--- src/rtl/ahb_input_stage.sv ---
// ahb_input_stage
//   Slave-facing input port of an AHB matrix. The master's address phase is
//   forwarded toward an output stage live when that stage can take it at
//   once. It is parked in holding registers (PEND) when the output stage is
//   busy with another port. The data-phase ready/response is returned to the
//   master.
// Ports:
//   HCLK, HRESETn            clock, async active-low reset
//   HSELS..HMASTLOCKS        master-side address/control
//   HREADYS                  master-side HREADY (address phase sampled)
//   HREADYOUTS, HRESPS       ready/response returned to master
//   sel_ip..mastlock_ip      forwarded address/control to the output stage
//   held_tran_ip             a valid transfer is presented to the output stage
//   active_ip, readyin_ip    output stage selected this port / its HREADYMUXM
//   readyout_ip, resp_ip     slave data-phase ready/response
module ahb_input_stage (
  input  logic        HCLK,
  input  logic        HRESETn,
  input  logic        HSELS,
  input  logic [31:0] HADDRS,
  input  logic [1:0]  HTRANSS,
  input  logic        HWRITES,
  input  logic [2:0]  HSIZES,
  input  logic [2:0]  HBURSTS,
  input  logic [3:0]  HPROTS,
  input  logic [3:0]  HMASTERS,
  input  logic        HMASTLOCKS,
  input  logic        HREADYS,
  output logic        HREADYOUTS,
  output logic        HRESPS,
  output logic        sel_ip,
  output logic [31:0] addr_ip,
  output logic [1:0]  trans_ip,
  output logic        write_ip,
  output logic [2:0]  size_ip,
  output logic [2:0]  burst_ip,
  output logic [3:0]  prot_ip,
  output logic [3:0]  master_ip,
  output logic        mastlock_ip,
  output logic        held_tran_ip,
  input  logic        active_ip,
  input  logic        readyin_ip,
  input  logic        readyout_ip,
  input  logic        resp_ip
);

  typedef struct packed {
    logic        sel;
    logic [31:0] addr;
    logic [1:0]  trans;
    logic        write;
    logic [2:0]  size;
    logic [2:0]  burst;
    logic [3:0]  prot;
    logic [3:0]  master;
    logic        mastlock;
  } ahb_ctrl_t;

  typedef enum logic [1:0] {IDLE, PEND, DATA} state_t;

  state_t    state;
  ahb_ctrl_t live, hold, fwd;
  logic      new_tran, accept;

  assign live = '{sel: HSELS, addr: HADDRS, trans: HTRANSS, write: HWRITES,
                  size: HSIZES, burst: HBURSTS, prot: HPROTS,
                  master: HMASTERS, mastlock: HMASTLOCKS};

  // IDLE/BUSY never count as a transfer; they pass through live.
  assign new_tran = HSELS & HTRANSS[1] & HREADYS;
  assign accept   = active_ip & readyin_ip;

  // Holding registers track every completed address phase so that the
  // contents are already correct in the cycle the FSM moves to PEND.
  always_ff @(posedge HCLK or negedge HRESETn) begin
    if (!HRESETn)     hold <= '0;
    else if (HREADYS) hold <= live;
  end

  // A single state register: an accept in PEND always leaves PEND, so a
  // held transfer is taken exactly once. Completion of DATA and a new
  // accepted transfer on the same edge go straight DATA->DATA.
  always_ff @(posedge HCLK or negedge HRESETn) begin
    if (!HRESETn) state <= IDLE;
    else begin
      case (state)
        IDLE: if (new_tran) state <= accept ? DATA : PEND;
        PEND: if (accept)   state <= DATA;
        DATA: if (readyout_ip) begin
                if (new_tran) state <= accept ? DATA : PEND;
                else          state <= IDLE;
              end
        default: state <= IDLE;
      endcase
    end
  end

  // Live path outside PEND keeps zero added latency when the port is active.
  assign fwd = (state == PEND) ? hold : live;

  assign sel_ip      = fwd.sel;
  assign addr_ip     = fwd.addr;
  assign trans_ip    = fwd.trans;
  assign write_ip    = fwd.write;
  assign size_ip     = fwd.size;
  assign burst_ip    = fwd.burst;
  assign prot_ip     = fwd.prot;
  assign master_ip   = fwd.master;
  assign mastlock_ip = fwd.mastlock;

  assign held_tran_ip = (state == PEND) | new_tran;

  always_comb begin
    HREADYOUTS = 1'b1;
    HRESPS     = 1'b0;
    case (state)
      PEND: HREADYOUTS = 1'b0;
      DATA: begin
        HREADYOUTS = readyout_ip;
        HRESPS     = resp_ip;
      end
      default: ;
    endcase
  end

endmodule

--- config.mk ---
export PLATFORM = sky130hd
export DESIGN_NAME = ahb_input_stage
export DESIGN_NICKNAME = d
export VERILOG_FILES = /design/src/rtl/ahb_input_stage.sv
export SDC_FILE = /design/constraint.sdc
export NUM_CORES = 1
export LEC_CHECK = 0
export ABC_AREA = 1
export CAP_MARGIN = 10
export CELL_PAD_IN_SITES_DETAIL_PLACEMENT = 0
export CELL_PAD_IN_SITES_GLOBAL_PLACEMENT = 2
export CORE_ASPECT_RATIO = 0.7
export CORE_UTILIZATION = 23
export DETAILED_ROUTE_END_ITERATION = 16
export GPL_TIMING_DRIVEN = 0
export PLACE_DENSITY_LB_ADDON = 0.1
export SLEW_MARGIN = 15
export SYNTH_ARGS = -nofsm -noshare
export SYNTH_HDL_FRONTEND = slang
export SYNTH_SLANG_ARGS = --single-unit
--- constraint.sdc ---
create_clock -name HCLK -period 1.7 [get_ports HCLK]
set_input_delay 0.51 -clock HCLK [delete_from_list [all_inputs] [get_ports HCLK]]
set_output_delay 0.51 -clock HCLK [all_outputs]
set_load 0.1 [all_outputs]
After elaboration in Yosys (flattened, before gate mapping)
Index checks and enable logic that the tools add are counted.
W data, S select, Z words.

storage, ports and cells
  register bits = 53
  logic and storage cells = 30

operators by class
  reductions and logical operators = 2
  mux-type cells = 9
  bitwise gates (word level) = 4
  eq/ne operators = 5

operators with widths
  kind                  count
  $mux W51              1
  $mux W2               5
  $ne A2 B2 Y1 const B  3
  $pmux W2 S3           1
  $and A1 B1 Y1         3
  $reduce_and A3 Y1     1
  $eq A2 B1 Y1 const B  1
  $eq A2 B2 Y1 const B  1
  $logic_not A2 Y1      1
  $pmux W1 S2           1
  $mux W1               1
  $or A1 B1 Y1          1

Depth between registers and ports, before layout
  depth after elaboration = 5
  gate-level depth with buffers = 6
  depth with buffers taken out = 5

Worst setup path after synthesis
OpenSTA, ideal clock, no wires.

  path type = reg2out
  start point = register state[1]
  end point = output master_ip[0]
  slack = -1.632 ns
  arrival time = 2.822 ns
  stages on the path, launching flop included = 5
  path through = dfrtp_1 inv_2 nand2_2 buf_2 o21ai_0

between the ends
  cells in the longest elaborated chain, start to end = 2

RTL lines
  element                 line  text
  from (decl)             61    state_t state;
  from (signal assigned)  87    IDLE: if (new_tran) state <= accept ? DATA : PEND;
  from (signal assigned)  90    if (new_tran) state <= accept ? DATA : PEND;
  $eq A2 B1 Y1            99    assign fwd = (state == PEND) ? hold : live;
  $mux W51                99
  to (decl)               38    output logic [3:0] master_ip,

No other way between the ends.

Worst setup path after layout
  start point = register state[1]
  end point = output addr_ip[16]

between the ends
  cells in the longest elaborated chain, start to end = 2

RTL lines
  element       line  text
  $eq A2 B1 Y1  99
  $mux W51      99
  to (decl)     32    output logic [31:0] addr_ip,

No other way between the ends.

==> impl_metrics.tcl <==
set metrics [dict create \
    drc_errors 0 \
    drv_cap 0 \
    ios 112 \
    critPathMaxFanout 10 \
    grtUsageTotal 0.161 \
    fp.dieW_um 131 \
    synth_edf_count 0 \
    area_delta_synth_final_pct 108 \
    post_dp_cell_area_sq_um 4540 \
    min_period_ps 2030 \
    num_antenna_cells 0 \
    avgSynthCellArea_sq_um 7.59 \
    syn_area_sq_um 2670 \
    skew_ps 1.33 \
    synthTopCellsByArea "dfrtp_1 50%, nand2_1 15%, o21ai_0 9.7%" \
    failed_checks "setup timing" \
    htreeDepth 2 \
    core_area_sq_um 11200 \
    hp-class "primary input to asynchronous set/reset pin" \
    reg2regPathDepth 6 \
    first_global_vias 2861 \
    syn_inst 352 \
    status "finished, violations left" \
    pre_cts_ws_ps -1310 \
    cts_root_buffer "clkbuf_16" \
    numCtsBuffers 5 \
    crit_type "flop to output port" \
    clock_path_buffers 2 \
    yosysTopAreaCell "dfrtp_1" \
    rsz0062_at_grt "yes" \
    drive_gt1_frac 0.398 \
    layout.nets 537 \
    fin_crit_sh 1.19 \
    worst_pin_slew_ps 738 \
    ys_types 20 \
    required_ps 1190 \
    wl_per_cell_um 14.3 \
    cts.reportedPaths.clkPinSlew_ps 70 \
    gp_congestion 0.721 \
    fillers 1004 \
    ys_top_cells_by_count "109 x nand2_1, 53 x dfrtp_1, 53 x inv_1, 52 x o21ai_0, 50 x o21ai_1" \
    worst_setup_path_start_kind "flop" \
    regToRegSetupSlack_ps 540 \
    total_power_mw 11.6 \
    grt_first_pass_wirelength_um 14800 \
    hpwl_um 6070 \
    startpoint "state[1]" \
    fin_ws_ps -325 \
    end_kind "output port" \
    r2r_start "state[1]" \
    setup_viol 54 \
    r2r-end "state[1]" \
    port_buffers 110 \
    grt_overflow 0 \
    clock_latency_ps 290 \
    syn-num-nets 410 \
    drt_pre_antenna_iters 4 \
    start_util 0.239 \
    grt_max_degree 54 \
    routed_wl_um 9070 \
    yosys_warnings 0 \
    slew_violations 0 \
    timing.fmax_mhz 494 \
    p_leak_nw 2.45 \
    num_rows 32 \
    hold_viol 0 \
    ir_drop_uv 1290 \
    routed-via-count 2718 \
    cts_sinks 53 \
    ys_ff_latch 53 \
    cts_tree "built" \
    power.density_nw_per_um2 2090 \
    die_h_um 92.1 \
    antenna_found_initial 0 \
    ys.flop_type "dfrtp_1" \
    yosysMostFrequentCell "nand2_1" \
    stdcell_area_sq_um 5550 \
    slew_headroom 0.508 \
    vias_per_cell 4.29 \
    synth.top_cell.area_share 0.497 \
    worstPathArrival_ps 1520 \
    dr.first_iter.drc_count 83 \
    ys_seq_area_frac 0.497 \
    tns_ps -15970 \
    ant_nets 0 \
    ys_async_sr_fraction 1.00 \
    cts_hold_buf 0 \
    design.die.area_sq_um 12100 \
]
## what timing repair did
action	4_1_cts	5_1_grt
pin swaps	4	2
endpoints found under the hold margin	0	0
cloned	1	1
setup endpoints to repair	54	54
setup buffers	4	4
resized for setup	532	29
## state kept, by name, indices dropped and copies added (netlist names)
signal and cells:
state 2, hold 51
## cells by family (layout without fill, tap and decap cells)
kind of cell,after synthesis,count (layout),share of synthesized area
flip-flops,53,53,0.497
buffers and inverters,76,204,0.131
AND/OR/NAND/NOR,117,117,0.170
AO/OA/AOI/OAI,106,106,0.202
## placed cells by master, fill, tap and decap left out, drive strengths merged, types with 3 or more instances in the layout
master	Yosys	layout
o21ai	104	104
clkdlybuf4s50	0	52
nand3	3	3
dlygate4sd2	0	3
clkbuf	5	13
inv	54	54
nand2	110	110
buf	17	81
dfrtp	53	53
## metrics by stage
step / hold WS (ps) / std cells / utilization
floorplan: 214 / 352 / -
global placement: 538 / 615 / 0.407
detailed placement: 548 / 615 / 0.406
CTS: 311 / 628 / 0.484
global route: 349 / 633 / 0.497
finish: 278 / 633 / 0.497
## cell type report
cell class                 instances  area, sq um  share of cell area
timing repair buffer             120         1760               0.316
inverter                          54          203              0.0365
tap                              153          191              0.0345
multi-input combinational        223         1710               0.309
clock buffer                       8          136              0.0246
sequential                        53         1330               0.239
buffer                            22          224              0.0403
## worst max-delay path: stages, from the launching register on
cell and delay (ps):
dfrtp_1 390, inv_2 110, nand2_8 80, buf_12 160
buf_12 140, nand2_1 90, o21ai_4 70, buf_12 170
## how the worst max path moves through the flow
stage | endpoint | slack [ps] | cells after the start
CTS | HREADYOUTS | -340 | 5
finish | addr_ip[16] | -330 | 7
floorplan | addr_ip[0] | -200 | 4
global placement | hold[42] | -1830 | 1
global route | addr_ip[16] | -390 | 7
detailed placement | held_tran_ip | -1310 | 4
## power by group
| part | total [mW] | internal, mW | switching (mW) |
|---|---|---|---|
| combinational | 9.14 | 3.28 | 5.86 |
| clock | 1.00 | 0.550 | 0.451 |
| sequential | 1.44 | 1.39 | 0.0520 |
## routing by layer
metal,GRT usage,up-vias,routed length (um)
met3,0.0408,5,485
li1,-,1354,-
met1,0.225,1285,4550
met4,0.0345,0,64
met2,0.247,74,3970
met5,0,-,0
(Power assumes the default switching activity.)
==> RTL change 1: new RTL, config.mk and constraints unchanged <==
Re-encode `state_t` (3 states) as one-hot, 3 bits wide.
--- a/src/rtl/ahb_input_stage.sv
+++ b/src/rtl/ahb_input_stage.sv
@@ -56,7 +56,7 @@
     logic        mastlock;
   } ahb_ctrl_t;
 
-  typedef enum logic [1:0] {IDLE, PEND, DATA} state_t;
+  typedef enum logic [2:0] {IDLE = 3'b001, PEND = 3'b010, DATA = 3'b100} state_t;
 
   state_t    state;
   ahb_ctrl_t live, hold, fwd;
Formal check against the unedited RTL: no difference found for any inputs over 10 cycles, from zero or initial values and one cycle with HRESETn low; not proved beyond that.
==> RTL change 1 against the unedited design <==
The run still ends with setup timing left; setup slack got worse by 130 ps; total power decreased by 24%; sequential cell count rose by 1; wire length grew 3.9%; synthesized area increased by 3.1%; synthesized cell count up 4.8%; global-route usage about the same; largest power group unchanged; combinational power decreased by 32%; final area is 3.6% higher; critical endpoint is now prot_ip[2].
==> RTL change 1: results (changes against the unedited design) <==
| Metric | Value |
|---|---|
| Status | `complete, but fails checks` |
| Failing checks | `setup timing` |
| CP Capture Point | `prot_ip[2]` |
| Sequential area share after synthesis | `0.491 (-0.00536)` |
| Met3 WL post-DR | `314 microns (-35%)` |
| Final setup fails | `54 (unchanged)` |
| Worst setup margin | `-456 ps (-131 ps)` |
| Critical path's largest stage delay | `560 ps (+170 ps)` |
| Crit path max-delay family | `flip-flops` |
| Cells after DPL | `637 (+3.6%)` |
| Met3 Usage GRT | `0.0309 (-0.00995)` |
| Nets@finish | `553 (+3.0%)` |
| Static Leak | `2.58 nW (+5.4%)` |
| Layout cells sized above 1 | `0.379 (-0.0189)` |
| Multi-input logic area | `1780 sq um (+3.7%)` |
| Worst hold path class | `in2reg` |
| Arrival @ worst endpoint | `1650 ps (+130 ps)` |
| Met2 Routed Length | `4240 microns (+6.8%)` |
| Worst Tran Pin Value | `517 ps (-220 ps)` |
| Fin Hold WS | `522 ps (+244 ps)` |
| Netlist cell types | `17 (-15%)` |
| 1st-iter DRT viols | `147 (+77%)` |
| Worst r2r dst | `state[2]` |
| Maximum vdd drop | `1.05 mV (-18%)` |
| P&R area growth vs syn | `109%` |
| First-pass GRT wire length | `15400 microns (+3.7%)` |
| Worst Reg-to-Reg Cells | `7 (+1)` |
| FILL cells | `1090 (+8.6%)` |
| DR vias | `2793 (+2.8%)` |
| Vias in the first global route | `2823 (-1.3%)` |
| Worst slack, placed | `-1290 ps (+17.9 ps)` |
| Syn Inst Count | `369 (+4.8%)` |
| Metal-1 WL | `4790 microns (+5.4%)` |
[RTL change 1: report_power, final]
part / leakage [nW] / switching (mW) / total (mW) / internal (mW)
Sequential: 0.655 / 0.0733 / 1.51 / 1.44
Combinational: 1.85 / 3.96 / 6.24 / 2.28
Clock: 0.0739 / 0.483 / 1.07 / 0.587
[RTL change 1: logic make-up (layout without fill, tap and decap cells)]
logic type | count (synthesis) | in the layout | share of synthesized area
AO/OA/AOI/OAI | 103 | 103 | 0.187
AND/OR/NAND/NOR | 132 | 133 | 0.194
buffers and inverters | 80 | 206 | 0.127
flip-flops | 54 | 54 | 0.491
[RTL change 1: what timing repair did]
action | CTS | global route
pin swaps | 3 | 1
endpoints found under the hold margin | 1 | 0
setup buffers | 0 | 3
cloned | 2 | 2
gates resized for setup | 499 | 52
setup endpoints to repair | 54 | 54
hold buffers | 1 | 0
==> RTL change 2: new RTL, config.mk and constraints unchanged <==
Without the edit above. Make the reset (`HRESETn`) synchronous in 2 clocked blocks. Comments in the files are not updated.
--- a/src/rtl/ahb_input_stage.sv
+++ b/src/rtl/ahb_input_stage.sv
@@ -72,7 +72,7 @@
 
   // Holding registers track every completed address phase so that the
   // contents are already correct in the cycle the FSM moves to PEND.
-  always_ff @(posedge HCLK or negedge HRESETn) begin
+  always_ff @(posedge HCLK) begin
     if (!HRESETn)     hold <= '0;
     else if (HREADYS) hold <= live;
   end
@@ -80,7 +80,7 @@
   // A single state register: an accept in PEND always leaves PEND, so a
   // held transfer is taken exactly once. Completion of DATA and a new
   // accepted transfer on the same edge go straight DATA->DATA.
-  always_ff @(posedge HCLK or negedge HRESETn) begin
+  always_ff @(posedge HCLK) begin
     if (!HRESETn) state <= IDLE;
     else begin
       case (state)
Behaviour: differs if HRESETn is asserted again (counterexample within 4 cycles, from zero or initial values and one cycle with HRESETn low); with HRESETn held inactive, the same outputs for 10 cycles.
==> RTL change 2 against the unedited design <==
The run still ends with setup timing left; count of clock-buffer cells in the layout is 3 lower; synthesized area down 0.42%; sequential cell count did not move; wire length is 11% lower; global-route usage decreased by 2.2 points; sequential share of layout area shrank 2.5 points; total power fell by 22%; setup slack worse by 61 ps; final area shrank 10%; maximum frequency fell by 2.9%; critical path type unchanged; critical endpoint is now addr_ip[24]; largest power group unchanged; highest routed layer unchanged.
==> RTL change 2: results (changes against the unedited design) <==
| Metric | Value |
|---|---|
| Status | `complete, but fails checks` |
| Failing checks | `setup timing` |
| Multi-input gate share of total cell area | `0.317 (+0.00804)` |
| Gr usage total | `0.139 (-0.0215)` |
| DR vias | `2532 (-6.8%)` |
| Worst setup margin | `-386 ps (-60.8 ps)` |
| First-pass GRT wire length | `12800 microns (-13%)` |
| Setup Skew | `0.185 ps (-1.14 ps)` |
| 1st-iter DRT viols | `98 (+18%)` |
| Maximum vdd drop | `0.823 mV (-36%)` |
| Rel. slew slack | `0.616 (+0.108)` |
| Layout cells sized above 1 | `0.333 (-0.0646)` |
| Sequential area share after synthesis | `0.399 (-0.0977)` |
| Sequential cell area | `1070 sq um (-20%)` |
| Syn nets | `369 (-10%)` |
| Nets@finish | `500 (-6.9%)` |
| Worst hold path class | `reg2reg` |
| Buffers excl. clock | `146 (+2.8%)` |
| FILL cells | `1090 (+8.6%)` |
| Final setup fails | `53 (-1.9%)` |
| Grt met1 use | `0.193 (-0.0318)` |
| Signal inverters | `7 (-87%)` |
| Critical path's largest stage delay | `360 ps (-30 ps)` |
| Crit path max-delay cell type | `dfxtp_4` |
| Final WL | `8060 microns (-11%)` |
| Worst slack, placed | `-1270 ps (+31.6 ps)` |
| ClkCell Share | `0.0261 (+0.00156)` |
| Vias in the first global route | `2533 (-11%)` |
| Data buffer area share | `0.398 (+0.0417)` |
| Largest net degree at the start of global routing | `15 (-72%)` |
| Met3 Usage GRT | `0.0438 (+0.00292)` |
| DPL Wire Length | `5540 microns (-8.8%)` |
| Static Leak | `2.28 nW (-7.1%)` |
==> RTL change 2: worst paths after layout <==
check        startpoint          end  slack [ps]  depth (start not counted)
max            state[1]  addr_ip[24]        -390                          6
min            hold[45]     hold[45]         490                          2
min reg2reg    hold[45]     hold[45]         490                          2
max reg2reg    state[1]     state[0]         370                          9
==> RTL change 2: power by group <==
part | leakage (nW) | internal [mW] | total (mW) | switching [mW]
logic | 1.77 | 2.73 | 6.59 | 3.85
registers | 0.442 | 1.35 | 1.42 | 0.0694
clock network | 0.0655 | 0.529 | 0.989 | 0.461
==> RTL change 2: timing repair <==
item | CTS | global route
setup endpoints to repair | 54 | 77
setup buffers | 8 | 6
gates resized for setup | 514 | 19
cloned | 3 | 0
pin swaps | 2 | 3
==> RTL change 2: per-stage QoR <==
step / total power [mW] / setup TNS (ps) / instance area (sq um) / hold slack, ps / cells
finish: 9.00 / -18860 / 4980 / 491 / 594
global route: 9.32 / -21130 / 4980 / 519 / 594
CTS: 9.09 / -19310 / 4960 / 496 / 591
detailed placement: 6.56 / -69370 / 4050 / 477 / 574
global placement: 6.57 / -69380 / 4050 / 467 / 574
floorplan: 5.55 / -380 / 2760 / 453 / 311
==> RTL change 2: worst max-delay path: cells and delay by family, from the launching register on <==
| kind | cells | cell delay (ps) |
|---|---|---|
| multiplexers | 1 | 320 |
| flip-flops | 1 | 360 |
| AND/OR/NAND/NOR | 1 | 70 |
| buffers and inverters | 4 | 530 |
==> RTL change 2: logic make-up after synthesis <==
group	after synthesis	synth area share
mux	49	0.256
buf+inv	29	0.0602
compound gates	58	0.110
flops	53	0.399
simple gates	122	0.175
==> RTL change 2: routing by layer <==
metal	up-vias	wire length [microns]
li1	1290	-
met1	1162	3880
met2	73	3520
met3	7	586
met4	0	70
met5	-	0
